`src/rtl/serial_add_sub_if.sv`:
```
// Operand/result bundle for the bit-serial adder/subtractor.
// The master issues a request; the slave returns the busy/done status and the result.
interface serial_add_sub_if #(
    parameter int WIDTH = 8
);
    logic             start;
    logic             sub;
    logic [WIDTH-1:0] a;
    logic [WIDTH-1:0] b;
    logic             cin;
    logic             busy;
    logic             done;
    logic [WIDTH-1:0] sum;
    logic             cout;
    logic             overflow;

    modport master (
        output start, sub, a, b, cin,
        input  busy, done, sum, cout, overflow
    );

    modport slave (
        input  start, sub, a, b, cin,
        output busy, done, sum, cout, overflow
    );
endinterface

```
`src/rtl/serial_add_sub.sv`:
```
// Bit-serial add/subtract: one full adder and a carry flop.
// Produces one result bit per clock, LSB first.
module serial_add_sub #(
    parameter int WIDTH = 8
) (
    input logic             clk,
    input logic             reset,
    serial_add_sub_if.slave bus
);
    localparam int CW = (WIDTH > 2) ? $clog2(WIDTH) : 1;

    typedef enum logic [1:0] {
        IDLE  = 2'd0,
        SHIFT = 2'd1,
        DONE  = 2'd2
    } state_t;

    state_t           state_q, state_d;
    logic [WIDTH-1:0] a_sr_q, a_sr_d;
    logic [WIDTH-1:0] b_sr_q, b_sr_d;
    logic [WIDTH-2:0] res_q, res_d;
    logic [CW-1:0]    cnt_q, cnt_d;
    logic             carry_q, carry_d;
    logic [WIDTH-1:0] sum_q, sum_d;
    logic             cout_q, cout_d;
    logic             ovf_q, ovf_d;
    logic             busy_q, busy_d;
    logic             done_q, done_d;

    logic             s_bit;
    logic             c_next;
    logic [WIDTH-1:0] res_ext;

    assign s_bit   = a_sr_q[0] ^ b_sr_q[0] ^ carry_q;
    assign c_next  = (a_sr_q[0] & b_sr_q[0]) |
                     (a_sr_q[0] & carry_q)   |
                     (b_sr_q[0] & carry_q);
    // New bit enters at the top; the full word is complete on the last bit.
    assign res_ext = {s_bit, res_q};

    always_comb begin
        state_d = state_q;
        a_sr_d  = a_sr_q;
        b_sr_d  = b_sr_q;
        res_d   = res_q;
        cnt_d   = cnt_q;
        carry_d = carry_q;
        sum_d   = sum_q;
        cout_d  = cout_q;
        ovf_d   = ovf_q;
        busy_d  = busy_q;
        done_d  = 1'b0;
        unique case (state_q)
            IDLE: begin
                if (bus.start) begin
                    state_d = SHIFT;
                    a_sr_d  = bus.a;
                    b_sr_d  = bus.sub ? ~bus.b : bus.b;
                    carry_d = bus.sub ? ~bus.cin : bus.cin;
                    cnt_d   = '0;
                    busy_d  = 1'b1;
                end
            end
            SHIFT: begin
                a_sr_d  = a_sr_q >> 1;
                b_sr_d  = b_sr_q >> 1;
                res_d   = res_ext[WIDTH-1:1];
                carry_d = c_next;
                cnt_d   = cnt_q + 1'b1;
                if (cnt_q == CW'(WIDTH - 1)) begin
                    state_d = DONE;
                    sum_d   = res_ext;
                    cout_d  = c_next;
                    // carry_q is the carry into the MSB here
                    ovf_d   = carry_q ^ c_next;
                    busy_d  = 1'b0;
                    done_d  = 1'b1;
                end
            end
            DONE: begin
                state_d = IDLE;
            end
            default: begin
                state_d = IDLE;
            end
        endcase
    end

    always_ff @(posedge clk) begin
        if (reset) begin
            state_q <= IDLE;
            a_sr_q  <= '0;
            b_sr_q  <= '0;
            res_q   <= '0;
            cnt_q   <= '0;
            carry_q <= 1'b0;
            sum_q   <= '0;
            cout_q  <= 1'b0;
            ovf_q   <= 1'b0;
            busy_q  <= 1'b0;
            done_q  <= 1'b0;
        end else begin
            state_q <= state_d;
            a_sr_q  <= a_sr_d;
            b_sr_q  <= b_sr_d;
            res_q   <= res_d;
            cnt_q   <= cnt_d;
            carry_q <= carry_d;
            sum_q   <= sum_d;
            cout_q  <= cout_d;
            ovf_q   <= ovf_d;
            busy_q  <= busy_d;
            done_q  <= done_d;
        end
    end

    assign bus.busy     = busy_q;
    assign bus.done     = done_q;
    assign bus.sum      = sum_q;
    assign bus.cout     = cout_q;
    assign bus.overflow = ovf_q;
endmodule

```
`src/flat_wrapper.sv`:
```
// flat-port wrapper written by rule: the top's interface ports become plain ports
module serial_add_sub_flat 
#(
    parameter int WIDTH = 8
)
  (clk, reset, bus_start, bus_sub, bus_a, bus_b, bus_cin, bus_busy, bus_done, bus_sum, bus_cout, bus_overflow);
  serial_add_sub_if #(.WIDTH(WIDTH)) bus_i ();
  input logic clk;
  input logic reset;
  input wire logic [$bits(bus_i.start)-1:0] bus_start;
  input wire logic [$bits(bus_i.sub)-1:0] bus_sub;
  input wire logic [$bits(bus_i.a)-1:0] bus_a;
  input wire logic [$bits(bus_i.b)-1:0] bus_b;
  input wire logic [$bits(bus_i.cin)-1:0] bus_cin;
  output wire logic [$bits(bus_i.busy)-1:0] bus_busy;
  output wire logic [$bits(bus_i.done)-1:0] bus_done;
  output wire logic [$bits(bus_i.sum)-1:0] bus_sum;
  output wire logic [$bits(bus_i.cout)-1:0] bus_cout;
  output wire logic [$bits(bus_i.overflow)-1:0] bus_overflow;
  assign bus_i.start = bus_start;
  assign bus_i.sub = bus_sub;
  assign bus_i.a = bus_a;
  assign bus_i.b = bus_b;
  assign bus_i.cin = bus_cin;
  assign bus_busy = bus_i.busy;
  assign bus_done = bus_i.done;
  assign bus_sum = bus_i.sum;
  assign bus_cout = bus_i.cout;
  assign bus_overflow = bus_i.overflow;
  serial_add_sub #(.WIDTH(WIDTH)) u_core (.clk(clk), .reset(reset), .bus(bus_i));
endmodule
```
`config.mk`:
```
export PLATFORM = sky130hd
export DESIGN_NAME = serial_add_sub_flat
export DESIGN_NICKNAME = d
export VERILOG_FILES = /design/src/rtl/serial_add_sub_if.sv /design/src/rtl/serial_add_sub.sv /design/src/flat_wrapper.sv
export SDC_FILE = /design/constraint.sdc
export NUM_CORES = 1
export LEC_CHECK = 0
export ABC_CLOCK_PERIOD_IN_PS = 3850
export CAP_MARGIN = 20
export CELL_PAD_IN_SITES_DETAIL_PLACEMENT = 1
export CELL_PAD_IN_SITES_GLOBAL_PLACEMENT = 1
export CORE_MARGIN = 2
export CORE_UTILIZATION = 42
export DETAILED_ROUTE_END_ITERATION = 8
export PLACE_DENSITY_LB_ADDON = 0.1
export SLEW_MARGIN = 5
export SYNTH_ARGS = -nofsm -noshare
export SYNTH_HDL_FRONTEND = slang
export SYNTH_SLANG_ARGS = --single-unit
```
`constraint.sdc`:
```
create_clock -name clk -period 3.85 [get_ports clk]
set_input_delay 0.77 -clock clk [delete_from_list [all_inputs] [get_ports clk]]
set_output_delay 0.77 -clock clk [all_outputs]
set_load 0.01 [all_outputs]
```
Word-level counts from Yosys, hierarchy flattened. Cells that the tools add are included.

Reduce and logical (&&, ||, !) cells: 7. Bitwise operators: 11. Equality and inequality tests: 4. Muxes and demuxes: 17. Add/subtract/negate cells: 1.

Operators with widths (number): 8-bit case mux with 2 select lines (2); 8-bit two-way mux (3); 8-bit NOT (1); 3-bit case mux with 2 select lines (1); 2-bit AND reduction (3); 1-bit two-way mux (5); 2-bit two-way mux (2); 1-bit case mux with 2 select lines (2); 2-bit case mux with 2 select lines (1); 3-bit by 1-bit adder with 3-bit output, second input constant (1); 1-bit bitwise AND (3); 3-bit equality test, second input constant (1); 3-bit two-way mux (1); 3-bit AND reduction (1); 1-bit bitwise XOR (3); 2-bit by 1-bit equality test with 1-bit output, second input constant (1); 2-bit zero test (1); 2-bit by 1-bit != test with 1-bit output, second input constant (1); 2-bit != test, second input constant (1); 1-bit NOT (2); 1-bit bitwise OR (2); 2-bit nonzero test (1); 2-bit OR reduction (1).

Register bits after elaboration: 41. Logic and storage cells: 51. Output and inout bits: 12. Bits of input ports: 21.

Longest topological paths before layout. Gate-level depths: netlist of the first run.

Depth in word-level cells: 4. Depth in mapped cells: 6. Mapped depth without buffers: 5.

Worst setup path before layout of the first run. No wires, ideal clock.

Path kind: input to register. From: input reset. To: register u_core.a_sr_q[7]. Setup time: 0.131 ns. Arrival: 1.477 ns. Buffers on the path: 2. Stages: 4. Setup slack: 2.241 ns. Required time: 3.719 ns. Cells stage by stage: clkbuf_1 clkbuf_1 nand3b_1 o31ai_1.

RTL lines: start, declared (line flat_wrapper.sv:9) `input logic reset;`; end signal, assigned (line serial_add_sub.sv:104) `a_sr_q <= a_sr_d;`; end, declared (line serial_add_sub.sv:19) `logic [WIDTH-1:0] a_sr_q, a_sr_d;`.

Worst setup path after layout of the first run.
From: input bus_start. To: register u_core.b_sr_q[6].

Word-level cells in the longest chain between the ends: 2.

RTL lines: start, declared (line flat_wrapper.sv:10) `input wire logic [$bits(bus_i.start)-1:0] bus_start;`; 2-bit != test (no line); 2-bit AND reduction (no line); end signal, assigned (line serial_add_sub.sv:105) `b_sr_q <= b_sr_d;`; end, declared (line serial_add_sub.sv:20) `logic [WIDTH-1:0] b_sr_q, b_sr_d;`.

No other way between the ends. A chain may end at the register's enable or synchronous reset.

==> out/results.tsv, run 1 <==
metric	value	unit
HP Class	reg -> reg	
area post-placement	2100	sq um
Clk Latency, worst-skew pair	0.29	ns
share of power burned in combinational logic	11.8	%
Layout Skew	0.00980	ns
DRT met1 WL	1.90	mm
hold_sp	u_core.res_q[0]	
area leader, netlist	dfxtp_1	
Std-Cell Rows	23	
via count	1461	
met3 WL post-DR	159	um
Cell Pwr Density	408	nW/um^2
Highest Signal Layer	met4	
main area contributors after synthesis	dfxtp_1 46%, a21oi_1 7.5%, nand2_1 6.9%, o22ai_2 5.6%, xnor2_1 4.9%	
mapped cell area	1800	sq um
CTS tree	yes	
share of the synthesized area in the top cell type	45.6	%
PortBufs	32	
Mapped Avg Cell Area	9.19	sq um
CP Data Required Time	4.07	ns
WL met2	2.08	mm
Congestion Overflow GR	0	
sw frac	23.8	%
initial DRC count	96	
nets@finish	243	
die width	69.5	um
deepest clock path buffer count	2	
CP Launch Type	primary input	
crit path max fanout	13	
Die Y	69.5	um
Core ar.	4060	sq um
Reg clk slew, reported paths	0.08	ns
final setup fails	0	
# DRC	0	
syn_nets	220	
Starting Density	44.4	%
vias per cell	5.43	
Clk pwr share	37.2	%
Cells after Synth	196	
overall routed net length	4.18	mm
crit path launch	bus_start	
Ant. Diodes	0	
hold-fix buffers at CTS	0	
Worst slew margin	57.9	%
clock root cell	clkbuf_8	
Cell Int Power	687	uW
status	finished clean	
initial antenna violation count	0	
CP endpoint kind	register	
Avg WL per Cell	15.5	um
max_cap viols	0	
CP Class	in -> reg	
Post-Layout Cell Count	269	
first-pass GRT wire length	7.20	mm
layout cells sized above 1	7.76	%
final slew viol count	0	
total CTS buffers	5	
count of state elements after synthesis	41	
post-route ant nets	0	
Die ar.	4830	sq um
Resized cells post-CTS	0	
worst path arrival time	2.57	ns
post-route cell area	2210	sq um
H-tree Lvls	2	
reg2reg start	u_core.state_q[0]	
Sum Neg Setup Slack	0	ns
largest net degree at the start of global routing	27	
CP max-delay cell	clkdlybuf4s50_1	
Layout fillers	473	
Layout Utilization	54.4	%
CP peak stage delay	0.76	ns
Tmin final	2.35	ns
Achievable Freq	426	MHz
GRT Overall Usage	18.6	%
Final GP Congestion	0.772	
sequential-to-total area share from yosys stat	45.6	%
DP Cell Count	262	
Detailed Place HPWL	2.87	mm
register share of total power	50.9	%
Static Leak	0.000771	uW
Worst-Margin Slew	0.629	ns
unrepaired setup endpoints after global routing	no	
drt first pass iters	4	
I/O Pins	33	
Yosys Warn Count	0	
Final Cycle Share	61.0	%
CP Cell Sequence	clkdlybuf4s50_1 > nand2b_1 > or3_1 > o22ai_2	
Sw Pwr	214	uW
CTS sink cnt	41	
Power Total	901	uW
final hold violation count	0	
Max VDD drop	234	uV
Layout area overhead	22.5	%
Post-CTS Setup Inserts	0	
post-synth cell types	28	
vias in the first global route	1516	
==> cells by family (layout without fill, tap and decap cells) <==
kind of cell | count (synthesis) | count (layout) | synth area share (%)
fa+ha+maj | 3 | 3 | 2.50
compound gates | 63 | 63 | 26.7
simple gates | 52 | 52 | 12.7
xor+xnor | 10 | 10 | 4.86
flops | 41 | 41 | 45.6
mux | 2 | 2 | 1.11
buf+inv | 25 | 48 | 6.60
==> cell usage after synthesis, drive strengths merged <==
cell,n
o31ai,1
a22oi,10
nand2b,2
inv,8
nor2b,1
mux2i,2
and2b,2
clkbuf,7
or3,2
dfxtp,41
buf,10
nor3,1
fa,1
xnor2,10
o221a,7
nand2,33
a21oi,27
nor2,8
nand3b,2
o22a,6
o21bai,2
ha,2
o21ai,1
a211oi,1
and3b,1
o22ai,8
==> layer usage <==
metal | vias up | global-route usage (%)
met2 | 27 | 31.4
met4 | 0 | 5.23
met5 | - | 0
li1 | 723 | -
met3 | 4 | 5.81
met1 | 707 | 22.9
==> layout make-up <==
cell class | count | area (sq um) | share of cell area [%]
multi-input cells | 130 | 862 | 39.1
clock buffers | 5 | 68.8 | 3.12
repair buffers | 33 | 328 | 14.9
clock inverters | 2 | 35.0 | 1.59
flip-flops and latches | 41 | 821 | 37.2
inverters | 8 | 30.0 | 1.36
well taps | 50 | 62.6 | 2.83
==> state kept, by name (all words and copies together) (netlist names) <==
register             cells
u_core.bus.done          1
u_core.cnt_q             3
u_core.bus.overflow      1
u_core.a_sr_q            8
u_core.carry_q           1
u_core.b_sr_q            8
u_core.res_q             7
u_core.bus.cout          1
u_core.bus.sum           8
u_core.bus.busy          1
u_core.state_q           2
==> metrics by stage <==
| stage | hold slack [ns] | worst slack (ns) |
|---|---|---|
| CTS | 0.462 | 1.51 |
| detailed placement | 0.450 | 1.22 |
| global placement | 0.443 | 1.27 |
| global route | 0.483 | 1.39 |
| finish | 0.452 | 1.50 |
| floorplan | 0.432 | 2.24 |
==> power groups by stage <==
stage          Combinational (uW)  Sequential, uW  Clock [uW]
2_1_floorplan                75.1             463           0
3_3_place_gp                  101             467           0
3_5_place_dp                  107             469           0
4_1_cts                       108             459         343
5_1_grt                       117             462         366
6_report                      107             459         336
==> path summary, 6_finish.rpt <==
kind | cells past startpoint | slack, ns | endpoint
setup / recovery | 4 | 1.50 | u_core.b_sr_q[6]
hold / removal | 2 | 0.45 | u_core.bus.sum[0]
setup reg to reg | 3 | 2.09 | u_core.b_sr_q[4]
hold reg to reg | 2 | 0.45 | u_core.bus.sum[0]
==> critical path, delay by kind of cell <==
| kind | cells | cell delay, ns |
|---|---|---|
| AND/OR/NAND/NOR | 2 | 0.86 |
| buffers and inverters | 1 | 0.76 |
| AO/OA/AOI/OAI | 1 | 0.17 |
==> layout by cell type, fill, tap and decap left out <==
master	n
o22a_1	6
or3_1	2
fa_1	1
nor2_1	8
ha_1	2
and3b_1	1
clkdlybuf4s50_1	32
clkinv_2	1
o31ai_1	1
nor3_1	1
mux2i_1	2
nand2_1	33
nand3b_1	2
inv_1	8
a21oi_1	27
o21bai_2	1
o221a_1	7
bufinv_16	1
o21ai_0	1
buf_4	1
a211oi_1	1
dfxtp_1	41
o22ai_2	8
xnor2_1	10
a22oi_1	10
nor2b_1	1
clkbuf_8	5
o21bai_1	1
nand2b_1	2
and2b_1	2
(Power assumes the default switching activity.)
==> run 2, diff against run 1 <==
Settings changed: ABC_CLOCK_PERIOD_IN_PS 3850 to 2000, CORE_UTILIZATION 42 to 35.
Clock period 3.85 ns to 2 ns, I/O delays scaled along.
==> run 2 against run 1 <==
Global-route usage shrank 2.6 points; critical path depth shrank 3; die area grew 19%; setup slack lost 1.1 ns; largest cell class unchanged.
==> out/results.tsv, run 2 (same netlist as run 1, synthesis figures left out) <==
metric	value	unit	change
status	finished clean		
final hold violation count	0		unchanged
Final WS setup	0.414	ns	-1.09 ns
CTS sink cnt	41		unchanged
overall routed net length	4.26	mm	+2.0%
# DRC	0		unchanged
most frequent cells in the layout	41 x dfxtp_1, 33 x nand2_1, 32 x clkdlybuf4s50_1		
via count	1532		+4.9%
DP Cell Count	292		+11%
HP Class	reg -> reg		
Worst-Margin Slew	0.456	ns	-0.173 ns
Reg clk slew, reported paths	0.08	ns	about the same
Core ar.	5040	sq um	+24%
die width	75.8	um	+9.0%
Static Leak	0.000811	uW	+5.2%
Cell Pwr Density	714	nW/um^2	+75%
Worst slew margin	69.5	%	+12 points
Post-Layout Cell Count	300		+12%
CP Class	reg -> out		
Worst R2R Path Depth	5		+2
final setup fails	0		unchanged
vias in the first global route	1555		+2.6%
Congestion Overflow GR	0		unchanged
commonest non-fill, non-tap cell in the layout	dfxtp_1		
PortBufs	32		unchanged
I/O Pins	33		unchanged
layout cells sized above 1	11.7	%	+4.0 points
first-pass GRT wire length	6.89	mm	-4.3%
initial DRC count	75		-22%
Achievable Freq	631	MHz	
H-tree Lvls	2		unchanged
WP buf/inv	1		unchanged
hold depth	2		unchanged
nets@finish	253		+4.1%
Final GP Congestion	0.758		-1.9%
Die Y	75.8	um	+9.0%
Tmin final	1.59	ns	
worst slack, placed	0.214	ns	-1.01 ns
CTS tree	yes		
crit path max fanout	3		-10
flop2flop setup slack	0.46	ns	-1.63 ns
GRT Overall Usage	16.1	%	-2.6 points
Layout Skew	0.00379	ns	-0.00600 ns
initial antenna violation count	0		unchanged
CP peak stage delay	0.54	ns	-0.22 ns
clock root cell	clkbuf_8		
Avg WL per Cell	14.2	um	-8.6%
worst path arrival time	1.19	ns	-1.38 ns
CP Cell Sequence	clkdlybuf4s50_1		
Ant. Diodes	0		unchanged
Post-CTS Setup Inserts	0		unchanged
max_cap viols	0		unchanged
deepest clock path buffer count	2		unchanged
Std-Cell Rows	26		+13%
Max VDD drop	334	uV	+43%
Clk Latency, worst-skew pair	0.29	ns	about the same
drt first pass iters	4		unchanged
unrepaired setup endpoints after global routing	no		
final slew viol count	0		unchanged
top cell family by delay on the critical path	buffers and inverters		
post-route ant nets	0		unchanged
total CTS buffers	5		unchanged
Sum Neg Setup Slack	0	ns	unchanged
Layout area overhead	26.9	%	
Reg area	821	sq um	unchanged
Layout fillers	597		+26%
CP Launch Type	register		
Detailed Place HPWL	3.07	mm	+7.0%
WP depth	1		-3
Starting Density	35.7	%	-8.7 points
multi-input logic area	862	sq um	unchanged
CP max-delay cell	clkdlybuf4s50_1		
vias per cell	5.11		-6.0%
hold-fix buffers at CTS	0		unchanged
Resized cells post-CTS	0		unchanged
largest net degree at the start of global routing	22		-19%
CP endpoint kind	output port		
Final Cycle Share	79.3	%	
CP Data Required Time	1.60	ns	-2.47 ns
Die ar.	5740	sq um	+19%
==> run 2: final cells by class <==
type	instances	area share, %
inverters	8	1.31
clock inverters	2	0.438
flip-flops and latches	41	35.9
clock buffers	6	3.17
well taps	70	3.83
repair buffers	43	17.6
multi-input cells	130	37.7
==> run 2: worst paths after layout <==
check / start / end
setup / recovery: u_core.bus.busy / bus_busy
hold / removal: u_core.bus.sum[4] / u_core.bus.sum[4]
setup reg to reg: u_core.cnt_q[0] / u_core.bus.overflow
hold reg to reg: u_core.bus.sum[4] / u_core.bus.sum[4]
==> run 2: per-stage QoR <==
step | utilization, % | hold WS, ns | total power [uW] | instance area, sq um
floorplan | - | 0.432 | 1040 | 1800
global placement | 43.7 | 0.442 | 1110 | 2200
detailed placement | 43.7 | 0.449 | 1130 | 2200
CTS | 45.3 | 0.460 | 1650 | 2290
global route | 45.3 | 0.482 | 1710 | 2290
finish | 45.3 | 0.456 | 1630 | 2290
==> run 2: metal layers <==
| metal | vias to the layer above | track usage, % | wire (um) |
|---|---|---|---|
| li1 | 745 | - | - |
| met1 | 749 | 18.8 | 1900 |
| met2 | 32 | 27.7 | 2130 |
| met3 | 6 | 5.16 | 175 |
| met4 | 0 | 5.26 | 52 |
| met5 | - | 0 | 0 |
==> run 2: power breakdown <==
group	leakage, uW	internal, uW	switching (uW)
logic	0.000432	122	106
clock network	0.0000450	242	285
registers	0.000335	851	27.0
